===== src/rtl/muldiv_sequencer.sv =====
// Iterative RV32M multiply/divide unit: radix-2 shift-add / shift-subtract engine sequenced by an FSM.
// Optional macro MULDIV_EARLY_OUT_EN lets zero-divisor, signed-overflow and zero-operand ops bypass CALC.
module muldiv_sequencer #(
  parameter int XLEN = 32
) (
  input  logic            clk,
  input  logic            reset,
  input  logic            Start,
  input  logic [2:0]      Funct3,
  input  logic [XLEN-1:0] SrcA,
  input  logic [XLEN-1:0] SrcB,
  output logic            Busy,
  output logic            Done,
  output logic [XLEN-1:0] Result,
  output logic            Stall
);
  localparam int CNT_W = $clog2(XLEN) + 1;

  typedef enum logic [1:0] {
    S_IDLE  = 2'd0,
    S_CALC  = 2'd1,
    S_FIXUP = 2'd2,
    S_DONE  = 2'd3
  } state_t;

  state_t            state_q;
  logic [2:0]        op_q;
  logic              neg_q, sa_q, bzero_q, busy_q, done_q;
  logic [XLEN-1:0]   absb_q, result_q, result_d;
  logic [2*XLEN-1:0] prod_q, prod_d, early_prod_s, mul_fix_s;
  logic [CNT_W-1:0]  cnt_q;

  logic            sgn_a_s, sgn_b_s, neg_a_s, neg_b_s, skip_s, div_ge_s;
  logic [XLEN-1:0] abs_a_s, abs_b_s;
  logic [XLEN:0]   mul_sum_s, div_shift_s, div_sub_s;

  // Operand signedness per M-extension op (MUL low word is sign-agnostic, so treat it as signed)
  always_comb begin
    sgn_a_s = 1'b0;
    sgn_b_s = 1'b0;
    case (Funct3)
      3'b000, 3'b001, 3'b100, 3'b110: begin sgn_a_s = 1'b1; sgn_b_s = 1'b1; end
      3'b010:                         begin sgn_a_s = 1'b1; sgn_b_s = 1'b0; end
      default:                        begin sgn_a_s = 1'b0; sgn_b_s = 1'b0; end
    endcase
  end

  assign neg_a_s = sgn_a_s & SrcA[XLEN-1];
  assign neg_b_s = sgn_b_s & SrcB[XLEN-1];
  assign abs_a_s = neg_a_s ? -SrcA : SrcA;
  assign abs_b_s = neg_b_s ? -SrcB : SrcB;

`ifdef MULDIV_EARLY_OUT_EN
  logic div_zero_s, div_ovf_s, mul_zero_s;
  assign div_zero_s = Funct3[2] & (SrcB == {XLEN{1'b0}});
  assign div_ovf_s  = Funct3[2] & ~Funct3[0] & (SrcA == {1'b1, {(XLEN-1){1'b0}}})
                    & (SrcB == {XLEN{1'b1}});
  assign mul_zero_s = ~Funct3[2] & ((SrcA == {XLEN{1'b0}}) | (SrcB == {XLEN{1'b0}}));
  assign skip_s     = div_zero_s | div_ovf_s | mul_zero_s;
  // Preload the product/remainder register so FIXUP produces the architected special value
  assign early_prod_s = div_zero_s ? {abs_a_s, {XLEN{1'b1}}} :
                        div_ovf_s  ? {{XLEN{1'b0}}, 1'b1, {(XLEN-1){1'b0}}} :
                                     {(2*XLEN){1'b0}};
`else
  assign skip_s       = 1'b0;
  assign early_prod_s = {(2*XLEN){1'b0}};
`endif

  // Upper half of prod_q is the partial product / remainder, lower half the multiplier / quotient
  assign mul_sum_s   = {1'b0, prod_q[2*XLEN-1:XLEN]} + (prod_q[0] ? {1'b0, absb_q} : {(XLEN+1){1'b0}});
  assign div_shift_s = prod_q[2*XLEN-1:XLEN-1];
  assign div_ge_s    = (div_shift_s >= {1'b0, absb_q});
  assign div_sub_s   = div_shift_s - {1'b0, absb_q};

  // One radix-2 iteration of the selected engine
  always_comb begin
    if (op_q[2]) begin
      prod_d = {(div_ge_s ? div_sub_s[XLEN-1:0] : div_shift_s[XLEN-1:0]), prod_q[XLEN-2:0], div_ge_s};
    end else begin
      prod_d = {mul_sum_s, prod_q[XLEN-1:1]};
    end
  end

  assign mul_fix_s = neg_q ? -prod_q : prod_q;

  // Sign fix-up and word selection; a zero divisor forces an all-ones quotient regardless of signs
  always_comb begin
    result_d = {XLEN{1'b0}};
    case (op_q)
      3'b000:                 result_d = mul_fix_s[XLEN-1:0];
      3'b001, 3'b010, 3'b011: result_d = mul_fix_s[2*XLEN-1:XLEN];
      3'b100, 3'b101: begin
        if (bzero_q) result_d = {XLEN{1'b1}};
        else         result_d = neg_q ? -prod_q[XLEN-1:0] : prod_q[XLEN-1:0];
      end
      3'b110, 3'b111:         result_d = sa_q ? -prod_q[2*XLEN-1:XLEN] : prod_q[2*XLEN-1:XLEN];
      default:                result_d = {XLEN{1'b0}};
    endcase
  end

  // Sequencer FSM with registered Busy/Done/Result
  always_ff @(posedge clk) begin
    if (reset) begin
      state_q  <= S_IDLE;
      op_q     <= 3'b000;
      neg_q    <= 1'b0;
      sa_q     <= 1'b0;
      bzero_q  <= 1'b0;
      absb_q   <= {XLEN{1'b0}};
      prod_q   <= {(2*XLEN){1'b0}};
      cnt_q    <= {CNT_W{1'b0}};
      busy_q   <= 1'b0;
      done_q   <= 1'b0;
      result_q <= {XLEN{1'b0}};
    end else begin
      case (state_q)
        S_IDLE: begin
          done_q <= 1'b0;
          if (Start) begin
            op_q    <= Funct3;
            neg_q   <= neg_a_s ^ neg_b_s;
            sa_q    <= neg_a_s;
            bzero_q <= (SrcB == {XLEN{1'b0}});
            absb_q  <= abs_b_s;
            cnt_q   <= {CNT_W{1'b0}};
            busy_q  <= 1'b1;
            if (skip_s) begin
              prod_q  <= early_prod_s;
              state_q <= S_FIXUP;
            end else begin
              prod_q  <= {{XLEN{1'b0}}, abs_a_s};
              state_q <= S_CALC;
            end
          end else begin
            busy_q <= 1'b0;
          end
        end
        S_CALC: begin
          prod_q <= prod_d;
          cnt_q  <= cnt_q + {{(CNT_W-1){1'b0}}, 1'b1};
          if (cnt_q == CNT_W'(XLEN-1)) state_q <= S_FIXUP;
          else                         state_q <= S_CALC;
        end
        S_FIXUP: begin
          result_q <= result_d;
          busy_q   <= 1'b0;
          done_q   <= 1'b1;
          state_q  <= S_DONE;
        end
        S_DONE: begin
          done_q  <= 1'b0;
          state_q <= S_IDLE;
        end
        default: begin
          busy_q  <= 1'b0;
          done_q  <= 1'b0;
          state_q <= S_IDLE;
        end
      endcase
    end
  end

  assign Busy   = busy_q;
  assign Done   = done_q;
  assign Result = result_q;
  assign Stall  = Start & ~done_q;
endmodule


===== config.mk =====
export PLATFORM = sky130hd
export DESIGN_NAME = muldiv_sequencer
export DESIGN_NICKNAME = d
export VERILOG_FILES = /design/src/rtl/muldiv_sequencer.sv
export SDC_FILE = /design/constraint.sdc
export NUM_CORES = 1
export LEC_CHECK = 0
export ABC_AREA = 0
export BUFFER_PORTS_ARGS = -buffer_cell sky130_fd_sc_hd__buf_2
export CORE_MARGIN = 2
export CORE_UTILIZATION = 40
export DETAILED_ROUTE_END_ITERATION = 8
export HOLD_SLACK_MARGIN = 0.08
export SYNTH_ARGS = -nofsm -noshare
export SYNTH_HDL_FRONTEND = slang
export SYNTH_SLANG_ARGS = --single-unit

===== constraint.sdc =====
create_clock -name clk -period 3.09 [get_ports clk]
set_input_delay 0.927 -clock clk [delete_from_list [all_inputs] [get_ports clk]]
set_output_delay 0.927 -clock clk [all_outputs]
set_load 0.02 [all_outputs]

==> Word level (Yosys, flattened, before mapping) <==
Cells that the tools add are included.
{ "word_totals": {"regBits": 144, "in_bits": 70, "output_inout_bits": 35, "word_cells": 78} }
{ "classes": {"add_sub_neg": 8, "n_lt_le_gt_ge": 1, "eq_ne": 16, "n_mux": 22, "bitwise_logic": 5, "n_reduce_logical": 15} }
{ "ops": {"columns": ["cell", "n"], "rows": [
  ["$mux 32", 7],
  ["$mux 64", 3],
  ["$neg 32->32", 4],
  ["$pmux 32 s4", 1],
  ["$pmux 64 s2", 1],
  ["$neg 64->64", 1],
  ["$add 32x32->33", 1],
  ["$ge 33x32->1", 1],
  ["$logic_not 32->1", 1],
  ["$sub 32x32->32", 1],
  ["$eq 3x3->1 const B", 6],
  ["$pmux 6 s2", 1],
  ["$eq 3x2->1 const B", 3],
  ["$pmux 2 s4", 1],
  ["$add 6x1->6 const B", 1],
  ["$eq 3x1->1 const B", 2],
  ["$eq 6x5->1 const B", 1],
  ["$logic_not 3->1", 2],
  ["$mux 6", 1],
  ["$reduce_bool 2->1", 3],
  ["$reduce_or 2->1", 3],
  ["$reduce_or 5->1", 1],
  ["$eq 2x2->1 const B", 2],
  ["$mux 2", 2],
  ["other kinds (11)", 17]
]} }

==> Depth between registers and ports, before layout <==
{ "logic_depth": {"ltp_word": 7, "ltp_mapped": 15, "ltp_nobuf": 14} }

==> Worst setup path after synthesis <==
No wires, ideal clock.
{ "synth_path": {"path_type": "register to register", "from": "reg prod_q[31]", "to": "reg prod_q[62]", "setup_time_ns": 0.141, "arrival_ns": 3.188, "t_required_ns": 2.949, "path_slack_ns": -0.239, "path_stages_with_launch": 15, "n_path_buf": 0, "synth_period_minus_slack_ns": 3.329, "cell_sequence": "dfxtp_1 > inv_1 > ha_1 > inv_1 > fa_1 > a21oi_1 > o211ai_1 > a2111oi_1 > o311ai_0 > a31oi_1 > o21ai_1 > a221o_1 > a21oi_1 > xor2_1 > o221ai_1"} }
{ "synth_between": {"elab_chain_len": 4, "word_cells_on_any_way": 5} }
{ "synth_lines": {"columns": ["item", "line", "source"], "rows": [
  ["start: declaration", "30", "logic [2*XLEN-1:0] prod_q, prod_d, early_prod_s, mul_fix_s;"],
  ["start signal: assignment", "110", "prod_q <= {(2*XLEN){1'b0}};"],
  ["start signal: assignment", "128", "prod_q <= early_prod_s;"],
  ["start signal: assignment", "131", "prod_q <= {{XLEN{1'b0}}, abs_a_s};"],
  ["$sub 32x32->32 / $ge 33x32->1 (equally long branches)", "73, 72", null],
  ["$mux 32 *", "78", "prod_d = {(div_ge_s ? div_sub_s[XLEN-1:0] : div_shift_s[XLEN-1:0]), prod_q[XLEN-2:0], div_ge_s};"],
  ["$mux 64 *", "77", "if (op_q[2]) begin"],
  ["$pmux 64 s2 *", "116", "case (state_q)"]
]} }
Every way passes the cells marked *; elsewhere a longest branch is shown, timed or not.
A chain may end at the register's enable or synchronous reset.

==> Worst setup path after layout <==
{ "layout_path": {"from": "reg prod_q[32]", "to": "reg result_q[27] (netlist: Result[27])"} }
{ "layout_between": {"elab_chain_len": 3, "word_cells_on_any_way": 5} }
{ "layout_lines": {"columns": ["item", "line", "source"], "rows": [
  ["$neg 64->64 / $neg 32->32 (equally long branches)", "84, 96", null],
  ["$mux 64 / $mux 32 (equally long branches)", "84, 96", null],
  ["$pmux 32 s4 *", "89", "case (op_q)"],
  ["end signal: assignment", "114", "result_q <= {XLEN{1'b0}};"],
  ["end signal: assignment", "145", "result_q <= result_d;"],
  ["end: declaration", "29", "logic [XLEN-1:0] absb_q, result_q, result_d;"]
]} }
Marks and branches as above.

==> qor.csv <==
metric;value;unit
sequential element share of the synthesized area;0.210;
share of post-route cells with drive strength above 1;0.262;
#FFs+latches synth;144;
H-tree depth;4;
non-filler cells, final;2658;
Peak supply drop;0.000375;V
maximum number of pins on one net before global-route repair;62;
Post-synth EDFFs;0;
Worst setup SP type;register;
First DRT Iteration DRCs;1739;
commonest non-fill, non-tap cells in the layout;buf_4, nand2_1, nor2_1;
Worst Hold Class;reg2reg;
max incr delay on CP;0.55;ns
GPL Wtd Cong;0.982;
leakage;7.47;nW
most frequent CP cell;or3_4;
post-DP HPWL;40300;µm
Residual DRC;0;
Cells after DPL;2602;
status;complete, no violations;
syn_area_per_cell;7.16;µm²
Layout area overhead;29.6;%
RSZ-0062 raised after global routing;true;
Root Buffer;clkbuf_16;
Vias/cell;5.89;
first-pass GRT wire length;81200;µm
remaining antenna violation count;0;
Worst-path clk slew;0.07;ns
min Tclk post-route;3.06;ns
io pins;105;
Critical Path RT;3.42;ns
Num CTS Buffers;17;
core area;0.0336;mm²
# clock sinks;144;
Fmax;327;MHz
worst slew pin tran;0.739;ns
Die Wd;189;µm
CP max FO;9;
fill count;3235;
Vert. Die Dim;189;µm
Detailed Route WL;52600;µm
vias in the first global route;14600;
Slew HR;0.507;
Mapped Nets;2060;
Yosys Warn Count;0;
drt pass-1 iters;5;
share of Yosys cell area claimed by the top area cell type;0.210;
Slew Limit Fails;0;
dominant cell type by area after synthesis;dfxtp_1;
NumNets Final;2342;
Tcrit/Tclk final;0.989;
routed vias;15700;
Final setup viols;0;
worst path cell trace;buf_6, or3_4, or4_4, or3_4, or2_4, o21ai_2, xnor2_1, a221oi_1, a21oi_1, a22o_1;
Avg WL per Cell;19.8;µm
initial antenna violation count;1;
Async SR Flop Fraction;0;
clock skew;0.00813;ns
maxcap violations;0;
clock latency on the worst-skew pair;0.44;ns
hold-fix buffer count after cts;0;
CP max-delay cell;or4_4;
PwrDens;423;mW/mm²
# port buffers;104;
CTS tree;built;
Crit Path Category;reg2reg;
antenna cell count;0;
Mapped Area;0.0137;mm²
Initial Utilization;0.408;
Worst EP arrival;3.39;ns
total die area;0.0358;mm²
Max clock buf depth;2;
post-synthesis instance total;1915;
Synth area leaders;dfxtp_1, ha_1, a21oi_1;
most common cell after layout, fill and taps aside;buf_4;
GRT Residual Overflow;0;
All-Layer GR Usage;0.287;
Final Hold Vio Count;0;
prevailing post-synth register cell;dfxtp_1;
Hold Slack;0.452;ns
synth unique cells;77;
row cnt;67;
CP endpoint kind;register;
-- per-stage QoR --
step | area [µm²] | TNS, ns | worst slack, ns | total power, mW | util
finish | 17800 | 0 | 0.0332 | 7.50 | 0.528
global route | 17800 | -0.158 | -0.0304 | 7.87 | 0.528
global placement | 16400 | -2.25 | -0.225 | 4.92 | 0.488
detailed placement | 16400 | -3.89 | -0.291 | 4.95 | 0.488
floorplan | 13700 | -0.0428 | -0.0428 | 3.84 | -
CTS | 17200 | -0.0571 | -0.0422 | 7.28 | 0.512
-- cell type report --
class,count,area [µm²],area share
clock buffers,21,470,0.0265
well taps,448,561,0.0316
inverters,59,226,0.0128
clock inverters,11,153,0.00860
repair buffers,405,2860,0.161
flip-flops and latches,144,2910,0.164
multi-input cells,1570,10600,0.596
-- cell usage after synthesis (all sizes together) (11+ instances only) --
master,n
clkbuf,126
inv,59
nand3,39
ha,73
or2,16
dfxtp,144
nand2,215
xnor2,93
o221ai,13
nor2,198
nor3,39
a22oi,12
o31ai,33
a21oi,165
nor2b,15
o41ai,14
a221oi,11
or4,13
nand2b,17
buf,16
or3,33
mux2i,48
nor4,17
xor2,83
a211oi,43
o21ai,153
nand4,17
a31oi,16
o211ai,47
a21o,32
-- critical path: cells and delay by family (launching register included) --
| kind | cells | cell delay, ns |
|---|---|---|
| compound gates | 4 | 0.76 |
| xor+xnor | 1 | 0.08 |
| buf+inv | 1 | 0.14 |
| flops | 1 | 0.34 |
| simple gates | 4 | 1.64 |
-- sequential cells by signal (all words and copies together) (netlist names), named ones only --
name,count
state_q,1
cnt_q,6
sa_q,1
neg_q,1
Done,1
prod_q,64
Busy,1
bzero_q,1
absb_q,32
op_q,3
Result,32
-- path summary, 6_finish.rpt --
path,from,end,slack [ns],depth (start not counted)
worst max register to register,prod_q[32]$_SDFFE_PP0P_,Result[27]$_SDFFE_PP0P_,0.03,10
worst min register to register,Result[10]$_SDFFE_PP0P_,Result[10]$_SDFFE_PP0P_,0.45,2
worst max-delay path,prod_q[32]$_SDFFE_PP0P_,Result[27]$_SDFFE_PP0P_,0.03,10
worst min-delay path,Result[10]$_SDFFE_PP0P_,Result[10]$_SDFFE_PP0P_,0.45,2
-- metal layers --
| metal | routed length [µm] | track usage | vias up |
|---|---|---|---|
| li1 | - | - | 7517 |
| met1 | 24400 | 0.409 | 7433 |
| met2 | 23100 | 0.444 | 608 |
| met3 | 3630 | 0.0397 | 103 |
| met4 | 1480 | 0.0944 | 2 |
| met5 | 13 | 0 | - |
-- report_power, final --
part           total [mW]  switching, mW  leakage, nW  internal [mW]
clock                2.28          0.936        0.297           1.34
combinational        3.10           1.80         5.99           1.30
sequential           2.12          0.141         1.18           1.98
-- kinds of logic (layout without fill, tap and decap cells) --
| logic type | Yosys count | count (layout) | synth area share |
|---|---|---|---|
| AND/OR/NAND/NOR | 648 | 648 | 0.221 |
| AO/OA/AOI/OAI | 620 | 620 | 0.292 |
| buffers and inverters | 201 | 496 | 0.0573 |
| XOR/XNOR | 176 | 176 | 0.113 |
| flip-flops | 144 | 144 | 0.210 |
| adder cells (fa/ha/maj) | 75 | 75 | 0.0696 |
| multiplexers | 51 | 51 | 0.0375 |
-- timing repair --
action	in CTS	in global routing
setup endpoints to repair	35	56
resized for setup	29	111
pin swaps	14	55
setup buffers	13	10
gates cloned	0	1
Note: power is estimated with default switching activity, not from simulation.
